**config.mk**
```make
export PLATFORM = sky130hd
export DESIGN_NAME = telemetry_uart
export DESIGN_NICKNAME = d
export VERILOG_FILES = /design/src/rtl/telemetry_pkg.sv /design/src/rtl/uart_tx_byte.sv /design/src/rtl/telemetry_uart.sv
export SDC_FILE = /design/constraint.sdc
export NUM_CORES = 1
export LEC_CHECK = 0
export CORE_MARGIN = 4
export CORE_UTILIZATION = 55
export CTS_CLUSTER_DIAMETER = 150
export DETAILED_ROUTE_END_ITERATION = 6
export PLACE_DENSITY = 0.87
export SETUP_SLACK_MARGIN = 0.3
export SYNTH_ARGS = -nofsm -noshare
export SYNTH_HDL_FRONTEND = slang
export SYNTH_SLANG_ARGS = --single-unit
```
**constraint.sdc**
```tcl
create_clock -name clk -period 4.1 [get_ports clk]
set_clock_uncertainty 0.05 [all_clocks]
set_input_delay 0.615 -clock clk [delete_from_list [all_inputs] [get_ports clk]]
set_output_delay 0.615 -clock clk [all_outputs]
set_load 0.05 [all_outputs]
```
**src/rtl/telemetry_pkg.sv**
```systemverilog
// Shared constants, FSM encoding and frame-length helper for the telemetry UART.
package telemetry_pkg;

  localparam logic [7:0] SYNC0 = 8'hA5;
  localparam logic [7:0] SYNC1 = 8'h5A;

  typedef enum logic [2:0] {IDLE, LOAD, START, DATA, STOP, GAP} state_t;

  // Bytes per frame: two sync, count, payload, jack, checksum.
  function automatic int frame_bytes(input int w, input int n_ch);
    return 5 + (n_ch * w) / 8;
  endfunction

endpackage

```
**src/rtl/uart_tx_byte.sv**
```systemverilog
// 8N1 byte serializer: start bit, 8 data bits LSB first, stop bit, DIV clocks per bit.
// Ready rises in the last stop-bit clock so a queued byte follows without an idle gap.
module uart_tx_byte #(
  parameter int DIV = 12
) (
  input  logic       clk,
  input  logic       rst_n,
  input  logic       valid_i,
  output logic       ready_o,
  input  logic [7:0] data_i,
  output logic       tx_o
);

  localparam int            TW     = $clog2(DIV);
  localparam logic [TW-1:0] T_LOAD = TW'(DIV - 1);

  logic          r_active;
  logic [TW-1:0] r_timer;
  logic [3:0]    r_bit;
  logic [8:0]    r_shift;
  logic          r_tx;
  logic          w_bit_end;

  assign w_bit_end = (r_timer == '0);
  assign ready_o   = !r_active || (w_bit_end && r_bit == 4'd9);
  assign tx_o      = r_tx;

  // NOTE: state registers use non-blocking assignments so every flop samples pre-edge values.
  always_ff @(posedge clk or negedge rst_n) begin
    if (!rst_n) begin
      r_active <= 1'b0;
      r_timer  <= '0;
      r_bit    <= '0;
      r_shift  <= '0;
      r_tx     <= 1'b1;
    end else if (valid_i && ready_o) begin
      r_active <= 1'b1;
      r_timer  <= T_LOAD;
      r_bit    <= '0;
      r_shift  <= {1'b1, data_i};
      r_tx     <= 1'b0;
    end else if (r_active) begin
      if (!w_bit_end) begin
        r_timer <= r_timer - 1'b1;
      end else if (r_bit == 4'd9) begin
        r_active <= 1'b0;
      end else begin
        r_timer <= T_LOAD;
        r_bit   <= r_bit + 1'b1;
        r_tx    <= r_shift[0];
        r_shift <= {1'b1, r_shift[8:1]};
      end
    end
  end

endmodule

```
**src/rtl/telemetry_uart.sv**
```systemverilog
// Snapshots N_CH signed channels plus the jack byte on start_i and streams them as a
// checksummed 8N1 frame: A5 5A CNT payload JACK CHK, followed by a mark gap.
module telemetry_uart
  import telemetry_pkg::*;
#(
  parameter int W        = 16,
  parameter int N_CH     = 4,
  parameter int DIV      = 12,
  parameter int GAP_BITS = 2
) (
  input  logic            clk,
  input  logic            rst_n,
  input  logic            start_i,
  input  logic [N_CH*W-1:0] ch_i,
  input  logic [7:0]      jack_i,
  output logic            tx_o,
  output logic            busy_o,
  output logic            drop_o,
  output logic [7:0]      frame_cnt_o
);

  localparam int NB   = frame_bytes(W, N_CH);
  localparam int BPS  = W / 8;
  localparam int NPAY = N_CH * BPS;
  localparam int IW   = $clog2(NB);
  localparam int TW   = $clog2(GAP_BITS * DIV);

  if (W % 8 != 0 || W < 8 || W > 32) begin : g_bad_w
    $error("telemetry_uart: W must be a multiple of 8 in 8..32");
  end
  if (DIV < 2) begin : g_bad_div
    $error("telemetry_uart: DIV must be at least 2");
  end
  if (N_CH < 1 || N_CH > 8) begin : g_bad_nch
    $error("telemetry_uart: N_CH must be in 1..8");
  end
  if (GAP_BITS < 1) begin : g_bad_gap
    $error("telemetry_uart: GAP_BITS must be at least 1");
  end

  state_t             r_state;
  logic [TW-1:0]      r_timer;
  logic [3:0]         r_bit;
  logic [IW-1:0]      r_idx;
  logic [NPAY*8-1:0]  r_pay;
  logic [7:0]         r_jack;
  logic [7:0]         r_chk;
  logic [7:0]         r_cnt;
  logic               r_busy;

  logic [NPAY*8-1:0]  w_snap;
  logic [IW-1:0]      w_idx;
  logic [7:0]         w_byte;
  logic               w_valid;
  logic               w_ready;
  logic               w_fire;
  logic               w_last;

  // Payload reordered so the first transmitted byte (ch0 MSB) sits at the top.
  for (genvar j = 0; j < NPAY; j++) begin : g_snap
    assign w_snap[(NPAY-1-j)*8 +: 8] = ch_i[(j/BPS)*W + (BPS-1-(j%BPS))*8 +: 8];
  end

  assign w_last  = (r_idx == IW'(NB - 1));
  assign w_idx   = (r_state == LOAD) ? '0 : r_idx + 1'b1;
  assign w_valid = (r_state == LOAD) ||
                   (r_state == STOP && r_timer == '0 && !w_last);
  assign w_fire  = w_valid && w_ready;

  always_comb begin
    // NOTE: default first so every path assigns w_byte and no latch is inferred.
    w_byte = r_pay[NPAY*8-1 -: 8];
    if (w_idx == '0)                w_byte = SYNC0;
    else if (w_idx == IW'(1))       w_byte = SYNC1;
    else if (w_idx == IW'(2))       w_byte = r_cnt;
    else if (w_idx == IW'(NB - 2))  w_byte = r_jack;
    else if (w_idx == IW'(NB - 1))  w_byte = r_chk;
  end

  // NOTE: the snapshot registers are plain flops, so they are reset with everything else.
  always_ff @(posedge clk or negedge rst_n) begin
    if (!rst_n) begin
      r_state <= IDLE;
      r_timer <= '0;
      r_bit   <= '0;
      r_idx   <= '0;
      r_pay   <= '0;
      r_jack  <= '0;
      r_chk   <= '0;
      r_cnt   <= '0;
      r_busy  <= 1'b0;
    end else begin
      case (r_state)
        IDLE: if (start_i) begin
          r_pay   <= w_snap;
          r_jack  <= jack_i;
          r_busy  <= 1'b1;
          r_state <= LOAD;
        end
        LOAD: begin
          r_chk <= '0;
          if (w_ready) begin
            r_state <= START;
            r_timer <= TW'(DIV - 1);
            r_bit   <= '0;
            r_idx   <= '0;
          end
        end
        START, DATA, STOP: begin
          if (r_timer != '0) begin
            r_timer <= r_timer - 1'b1;
          end else if (r_bit != 4'd9) begin
            r_timer <= TW'(DIV - 1);
            r_bit   <= r_bit + 1'b1;
            r_state <= (r_bit == 4'd8) ? STOP : DATA;
          end else if (w_last) begin
            r_timer <= TW'(GAP_BITS * DIV - 1);
            r_state <= GAP;
          end else begin
            r_timer <= TW'(DIV - 1);
            r_bit   <= '0;
            r_idx   <= w_idx;
            r_state <= START;
          end
        end
        GAP: begin
          if (r_timer != '0) begin
            r_timer <= r_timer - 1'b1;
          end else begin
            r_busy  <= 1'b0;
            r_cnt   <= r_cnt + 1'b1;
            r_state <= IDLE;
          end
        end
        default: r_state <= IDLE;
      endcase

      // Checksum covers CNT..JACK; payload advances as each channel byte is handed off.
      if (w_fire && w_idx >= IW'(3) && w_idx <= IW'(NB - 3)) r_pay <= r_pay << 8;
      if (w_fire && w_idx >= IW'(2) && w_idx <= IW'(NB - 2)) r_chk <= r_chk ^ w_byte;
    end
  end

  uart_tx_byte #(
    .DIV (DIV)
  ) u_tx (
    .clk     (clk),
    .rst_n   (rst_n),
    .valid_i (w_valid),
    .ready_o (w_ready),
    .data_i  (w_byte),
    .tx_o    (tx_o)
  );

  assign busy_o      = r_busy;
  assign drop_o      = start_i && r_busy;
  assign frame_cnt_o = r_cnt;

endmodule

```
* Word-level counts from Yosys, hierarchy flattened
Cells that the tools add are included.
** Storage, ports and cells
- Register bits :: 124
- Input bits :: 75
- Output and inout bits :: 11
- Word-level logic and storage cells :: 143
** Operators by class
- Reduce and logical (&&, ||, !) cells :: 37
- Equality and inequality tests :: 23
- Mux-type cells :: 57
- Bitwise logic cells :: 2
- Add/subtract/negate cells :: 6
- Magnitude comparators :: 4
** Operators by type and width (number)
- 64-bit 2-to-1 mux :: 3
- 4-bit 2-to-1 mux :: 16
- 8-bit 2-to-1 mux :: 7
- 9-bit 2-to-1 mux :: 4
- 5-bit 2-to-1 mux :: 5
- 3-bit 2-to-1 mux :: 7
- 4-bit equality test, second input constant :: 5
- 4-bit case mux with 2 select lines :: 2
- 5-bit case mux with 3 select lines :: 1
- 2-bit != test, second input constant :: 7
- 2-bit nonzero test :: 7
- 4-bit by 1-bit adder with 4-bit output, second input constant :: 3
- 3-bit case mux with 4 select lines :: 1
- 1-bit 2-to-1 mux :: 10
- 1-bit logical AND :: 9
- 3-bit AND reduction :: 3
- 8-bit by 1-bit adder with 8-bit output, second input constant :: 1
- 4-bit by 2-bit greater-or-equal comparator with 1-bit output, second input constant :: 2
- 4-bit <= comparator, second input constant :: 2
- 4-bit logical NOT :: 2
- 2-bit AND reduction :: 4
- 4-bit AND reduction :: 2
- 8-bit XOR :: 1
- 3-bit by 2-bit equality test with 1-bit output, second input constant :: 2
- 19 further kinds :: 23

* Longest topological paths before layout
- Word-level depth :: 10
- Gate-level depth with buffers :: 12
- Mapped depth without buffers :: 8

* Hierarchy
A second synthesis with hierarchy kept.
** Second synthesis, totals
- Cells, all modules :: 652
- Area total of the unflattened synthesis :: 6432.4 um2
** Modules (own cells, without submodules)
- telemetry_uart :: sequential area each 2627.5 um2, instances 1, area each 5517.8 um2, cells each 560
- uart_tx_byte :: sequential area each 476.7 um2, instances 1, area each 914.6 um2, cells each 92

* Worst setup path before layout
No wires, ideal clock.
- Kind :: reg2reg
- From :: register r_idx[0]
- To :: register u_tx.r_shift[1]
- Arrival :: 2.246 ns
- Setup time :: 0.126 ns
- Period minus slack after synthesis :: 2.422 ns
- Setup slack :: 1.678 ns
- Stages on the path, launching flop included :: 10
- Path buffers :: 1
- Required time :: 3.924 ns
- Cells stage by stage :: dfrtp_1 -> buf_2 -> inv_1 -> ha_1 -> inv_1 -> nand4_1 -> or3_1 -> a32oi_2 -> a21oi_1 -> a221o_1
** On the way
- Word-level cells in the longest chain between the ends :: 9
- Elaborated cells between the ends (all ways) :: 22
- Classes of those cells :: add/sub (1); eq/ne (6); mux (7); reduce/logical (8)
** RTL lines
- start, declared :: RTL line telemetry_uart.sv:44 : logic [IW-1:0] r_idx;
- start signal, assigned :: RTL line telemetry_uart.sv:122 : r_idx <= w_idx;
- 4-bit by 1-bit adder with 4-bit output :: RTL line telemetry_uart.sv:65 : assign w_idx = (r_state == LOAD) ? '0 : r_idx + 1'b1;
- 4-bit 2-to-1 mux :: RTL line telemetry_uart.sv:65
- 4-bit equality test :: RTL line telemetry_uart.sv:77 : else if (w_idx == IW'(NB - 1)) w_byte = r_chk;
- 8-bit 2-to-1 mux :: RTL line telemetry_uart.sv:77
- 8-bit 2-to-1 mux :: RTL line telemetry_uart.sv:76 : else if (w_idx == IW'(NB - 2)) w_byte = r_jack;
- 8-bit 2-to-1 mux :: RTL line telemetry_uart.sv:75 : else if (w_idx == IW'(2)) w_byte = r_cnt;
- 8-bit 2-to-1 mux :: RTL line telemetry_uart.sv:74 : else if (w_idx == IW'(1)) w_byte = SYNC1;
- 8-bit 2-to-1 mux :: RTL line telemetry_uart.sv:73 : if (w_idx == '0) w_byte = SYNC0;
- 9-bit 2-to-1 mux :: RTL line uart_tx_byte.sv:36 : end else if (valid_i && ready_o) begin
- end signal, assigned :: RTL line uart_tx_byte.sv:40 : r_shift <= {1'b1, data_i};
- end signal, assigned :: RTL line uart_tx_byte.sv:51 : r_shift <= {1'b1, r_shift[8:1]};
- end, declared :: RTL line uart_tx_byte.sv:20 : logic [8:0] r_shift;
Several ways; a longest one is shown, not always the timed one.
A chain may end at the register's enable or synchronous reset.

* Worst setup path after layout
- From :: register r_timer[0]
- To :: register r_pay[56]
** On the way
- Word-level cells in the longest chain between the ends :: 9
- Elaborated cells between the ends (all ways) :: 11
- Classes of those cells :: mux (1); reduce/logical (10)
** RTL lines
- start, declared :: RTL line telemetry_uart.sv:42 : logic [TW-1:0] r_timer;
- start signal, assigned :: RTL line telemetry_uart.sv:104 : r_timer <= TW'(DIV - 1);
- start signal, assigned :: RTL line telemetry_uart.sv:111 : r_timer <= r_timer - 1'b1;
- start signal, assigned :: RTL line telemetry_uart.sv:113 : r_timer <= TW'(DIV - 1);
- 5-bit logical NOT (*) :: RTL line telemetry_uart.sv:67 : (r_state == STOP && r_timer == '0 && !w_last);
- 1-bit logical AND (*) (2 in a row) :: RTL line telemetry_uart.sv:67
- 1-bit logical OR (*) :: RTL line telemetry_uart.sv:66 : assign w_valid = (r_state == LOAD) ||
- 1-bit logical AND (*) :: RTL line telemetry_uart.sv:68 : assign w_fire = w_valid && w_ready;
- 1-bit logical AND (*) (2 in a row) :: RTL line telemetry_uart.sv:139 : if (w_fire && w_idx >= IW'(3) && w_idx <= IW'(NB - 3)) r_pay <= r_pay << 8;
- 2-bit nonzero test (no source line)
- 2-bit AND reduction (no source line)
- end signal, assigned :: RTL line telemetry_uart.sv:95 : r_pay <= w_snap;
- end signal, assigned :: RTL line telemetry_uart.sv:139
- end, declared :: RTL line telemetry_uart.sv:45 : logic [NPAY*8-1:0] r_pay;
Mark *: on every way between the ends. The rest lies on a longest branch, timed or not.

==> flow_summary_export.csv <==
group,metric,value,unit
setup_path,path_max_fanout,52,
pwr,p_per_area,358,nW/um^2
clock_tree,cts_tree,"yes",
timing,tightest_slew,0.982,ns
detailed_routing,drt_iter0_drc,676,
cells_and_area,drive_gt1_frac,0.0834,
global_route,grt_pass1_wl,25.7,mm
outcome,outcome,"completed",
yosys,synthArstFlopShare,1.00,
yosys,ys_types,65,
yosys,yosys_warnings,0,
floorplan,core_area,10900,um^2
setup_path,critPathKind,"flop to flop",
yosys,netlist_instances,649,
timing,finalSetupViolCount,0,
setup_path,crit_arrival,3.60,ns
cells_and_area,antenna_cells,0,
timing,max_freq,0.302,GHz
pwr,ir_worst_vdd,0.347,mV
global_route,grt_pass1_vias,5391,
timing,finalMaxSlewViolations,0,
global_route,grt_max_degree,70,
yosys,synth_edf_count,0,
clock_tree,post-cts-setup-buffer-count,0,
clock_tree,clk_pin_slew_worst_paths,0.06,ns
pwr,power,2.75,mW
yosys,syn-cell-area,6220,um^2
cells_and_area,fin_util,0.702,
detailed_routing,viasPerCell,6.22,
hold_path,hold_class,"input port to async pin",
yosys,yosys_most_used_dff,"dfrtp_1",
timing,relSlewSlack,0.345,
clock_tree,ctsHoldBuffers,0,
detailed_routing,post-route-drc-count,0,
detailed_routing,dr.pass1.iters,6,
cells_and_area,fin_area,7680,um^2
global_route,grt_use_total,0.250,
cells_and_area,final_common_cell,"nand2_1",
pwr,leakagePower,3.62,nW
timing,hold_violations,0,
placed_design,dpl.hpwl,10.6,mm
detailed_routing,antenna_left,0,
floorplan,initial_core_util,0.569,
detailed_routing,via_count,5417,
timing,period_minus_slack,3.31,ns
clock_tree,numCtsBuffers,17,
clock_tree,root_buffer,"clkbuf_16",
global_route,gr-total-overflow,0,
yosys,synth-seq-cells,124,
floorplan,rows,38,
detailed_routing,drt-total-wl,15.6,mm
timing,final.setup.tns,0,ns
clock_tree,ctsResizeCount,0,
run,cap_violations,0,
timing,period_share,0.807,
cells_and_area,stdcell_count,871,
cells_and_area,area_growth,23.4,%
clock_tree,clkLatencyLatePin,0.42,ns
cells_and_area,layout_common_cells,"nand2_1 (143), dfrtp_1 (123), clkdlybuf4s50_1 (84)",
cells_and_area,fill_cells,769,
setup_path,startpoint_type,"flop",
yosys,ys_seq_area_frac,0.499,
floorplan,die-area,13100,um^2
setup_path,required,4.40,ns
yosys,syn-num-nets,732,
floorplan,die_w,114,um
floorplan,dieHeight,114,um
placed_design,placed_cells,839,
placed_design,dpl_cell_area,7110,um^2
yosys,synth.avg_cell_area,9.59,um^2
setup_path,endpoint_kind,"flop",
global_route,antenna_found_initial,0,
placed_design,portBuffers,85,
floorplan,pin_count,86,
cells_and_area,num-nets-final,801,
detailed_routing,post_drt_wl_per_cell,17.9,um
clock_tree,cts_num_sinks,124,
clock_tree,clk_path_buf_depth,2,
clock_tree,h-tree-depth,4,
timing,rsz0062_at_grt,"no",
placed_design,place_congestion,0.892,
## synthesized netlist by cell type, types with 4 or more instances
library cell | count | area, um^2
nor2_1 | 32 | 120
inv_1 | 13 | 48.8
mux2_2 | 11 | 124
xnor2_1 | 6 | 52.6
xor2_1 | 6 | 52.6
ha_1 | 8 | 100
nor2b_1 | 4 | 25.0
nand2b_1 | 6 | 37.5
a22oi_1 | 63 | 473
o21ai_1 | 19 | 95.1
dfrtp_1 | 123 | 3080
a221o_1 | 4 | 40.0
nand4_1 | 6 | 37.5
o211ai_1 | 6 | 45.0
buf_4 | 7 | 52.6
or3_1 | 8 | 50.1
a31oi_1 | 8 | 50.1
nand3_1 | 13 | 65.1
clkbuf_1 | 19 | 71.3
a21oi_1 | 19 | 95.1
nand2_1 | 143 | 537
nand3b_1 | 4 | 30.0
and2_1 | 4 | 25.0
mux2i_1 | 11 | 110
buf_2 | 11 | 55.1
o21ai_0 | 19 | 95.1
a211o_1 | 9 | 78.8
nor3_1 | 12 | 60.1
o31ai_1 | 6 | 45.0
## layout make-up
| cell class | count | area, um^2 | share of cell area |
|---|---|---|---|
| clock inverter | 13 | 118 | 0.0153 |
| multi-input combinational | 472 | 2880 | 0.375 |
| inverter | 13 | 48.8 | 0.00635 |
| tap | 140 | 175 | 0.0228 |
| timing repair buffer | 90 | 898 | 0.117 |
| sequential | 124 | 3100 | 0.404 |
| clock buffer | 19 | 453 | 0.0590 |
## cells by family (layout without fill, tap and decap cells)
group	count (synthesis)	after routing	synth area share
AND/OR/NAND/NOR	247	247	0.181
AO/OA/AOI/OAI	180	180	0.203
flip-flops	124	124	0.499
buffers and inverters	53	135	0.0408
multiplexers	23	23	0.0394
XOR/XNOR	13	13	0.0195
adder cells (fa/ha/maj)	9	9	0.0177
## critical path: stages, from the launching register on
cell	delay, ns
dfrtp_1	0.37
inv_1	0.15
ha_1	0.18
nor4b_2	0.57
a41o_1	0.33
and2_1	0.35
and3_2	0.43
buf_4	0.51
a22oi_1	0.15
nand2_1	0.10
## per-layer routing
metal	vias up	global-route usage	wire length, um
li1	2483	-	-
met1	2631	0.308	6230
met2	258	0.412	7730
met3	45	0.0798	1240
met4	0	0.0942	439
met5	-	0	0
## path summary, 6_finish.rpt
path | cells after the start | end | startpoint | slack, ns
max reg2reg | 9 | r_pay[56] | r_timer[0] | 0.79
min | 1 | u_tx.r_active | rst_n | 0.28
min reg2reg | 1 | u_tx.r_shift[8] | u_tx.r_shift[8] | 0.42
max in group asynchronous | 2 | r_pay[33] | rst_n | 2.92
min in group clk | 1 | u_tx.r_shift[8] | u_tx.r_shift[8] | 0.42
max | 9 | r_pay[56] | r_timer[0] | 0.79
## where the power goes
part	internal (mW)	total, mW	leakage [nW]	switching, mW
sequential	1.22	1.22	1.69	0
clock	0.867	1.43	0.279	0.561
combinational	0.0638	0.100	1.65	0.0365
## state kept, by name, summed over array words and instances, names as in the netlist, 5 cells and up
register / cells
frame_cnt_o: 8
r_chk: 8
r_jack: 8
r_pay: 64
r_timer: 5
u_tx.r_shift: 9
## through the flow
| stage | hold WS (ns) | setup WS [ns] |
|---|---|---|
| floorplan | 0.269 | 1.68 |
| global placement | 0.408 | 1.06 |
| CTS | 0.304 | 0.836 |
| detailed placement | 0.412 | 0.926 |
| global route | 0.350 | 0.501 |
| finish | 0.277 | 0.792 |
Note: power is estimated with default switching activity, not from simulation.
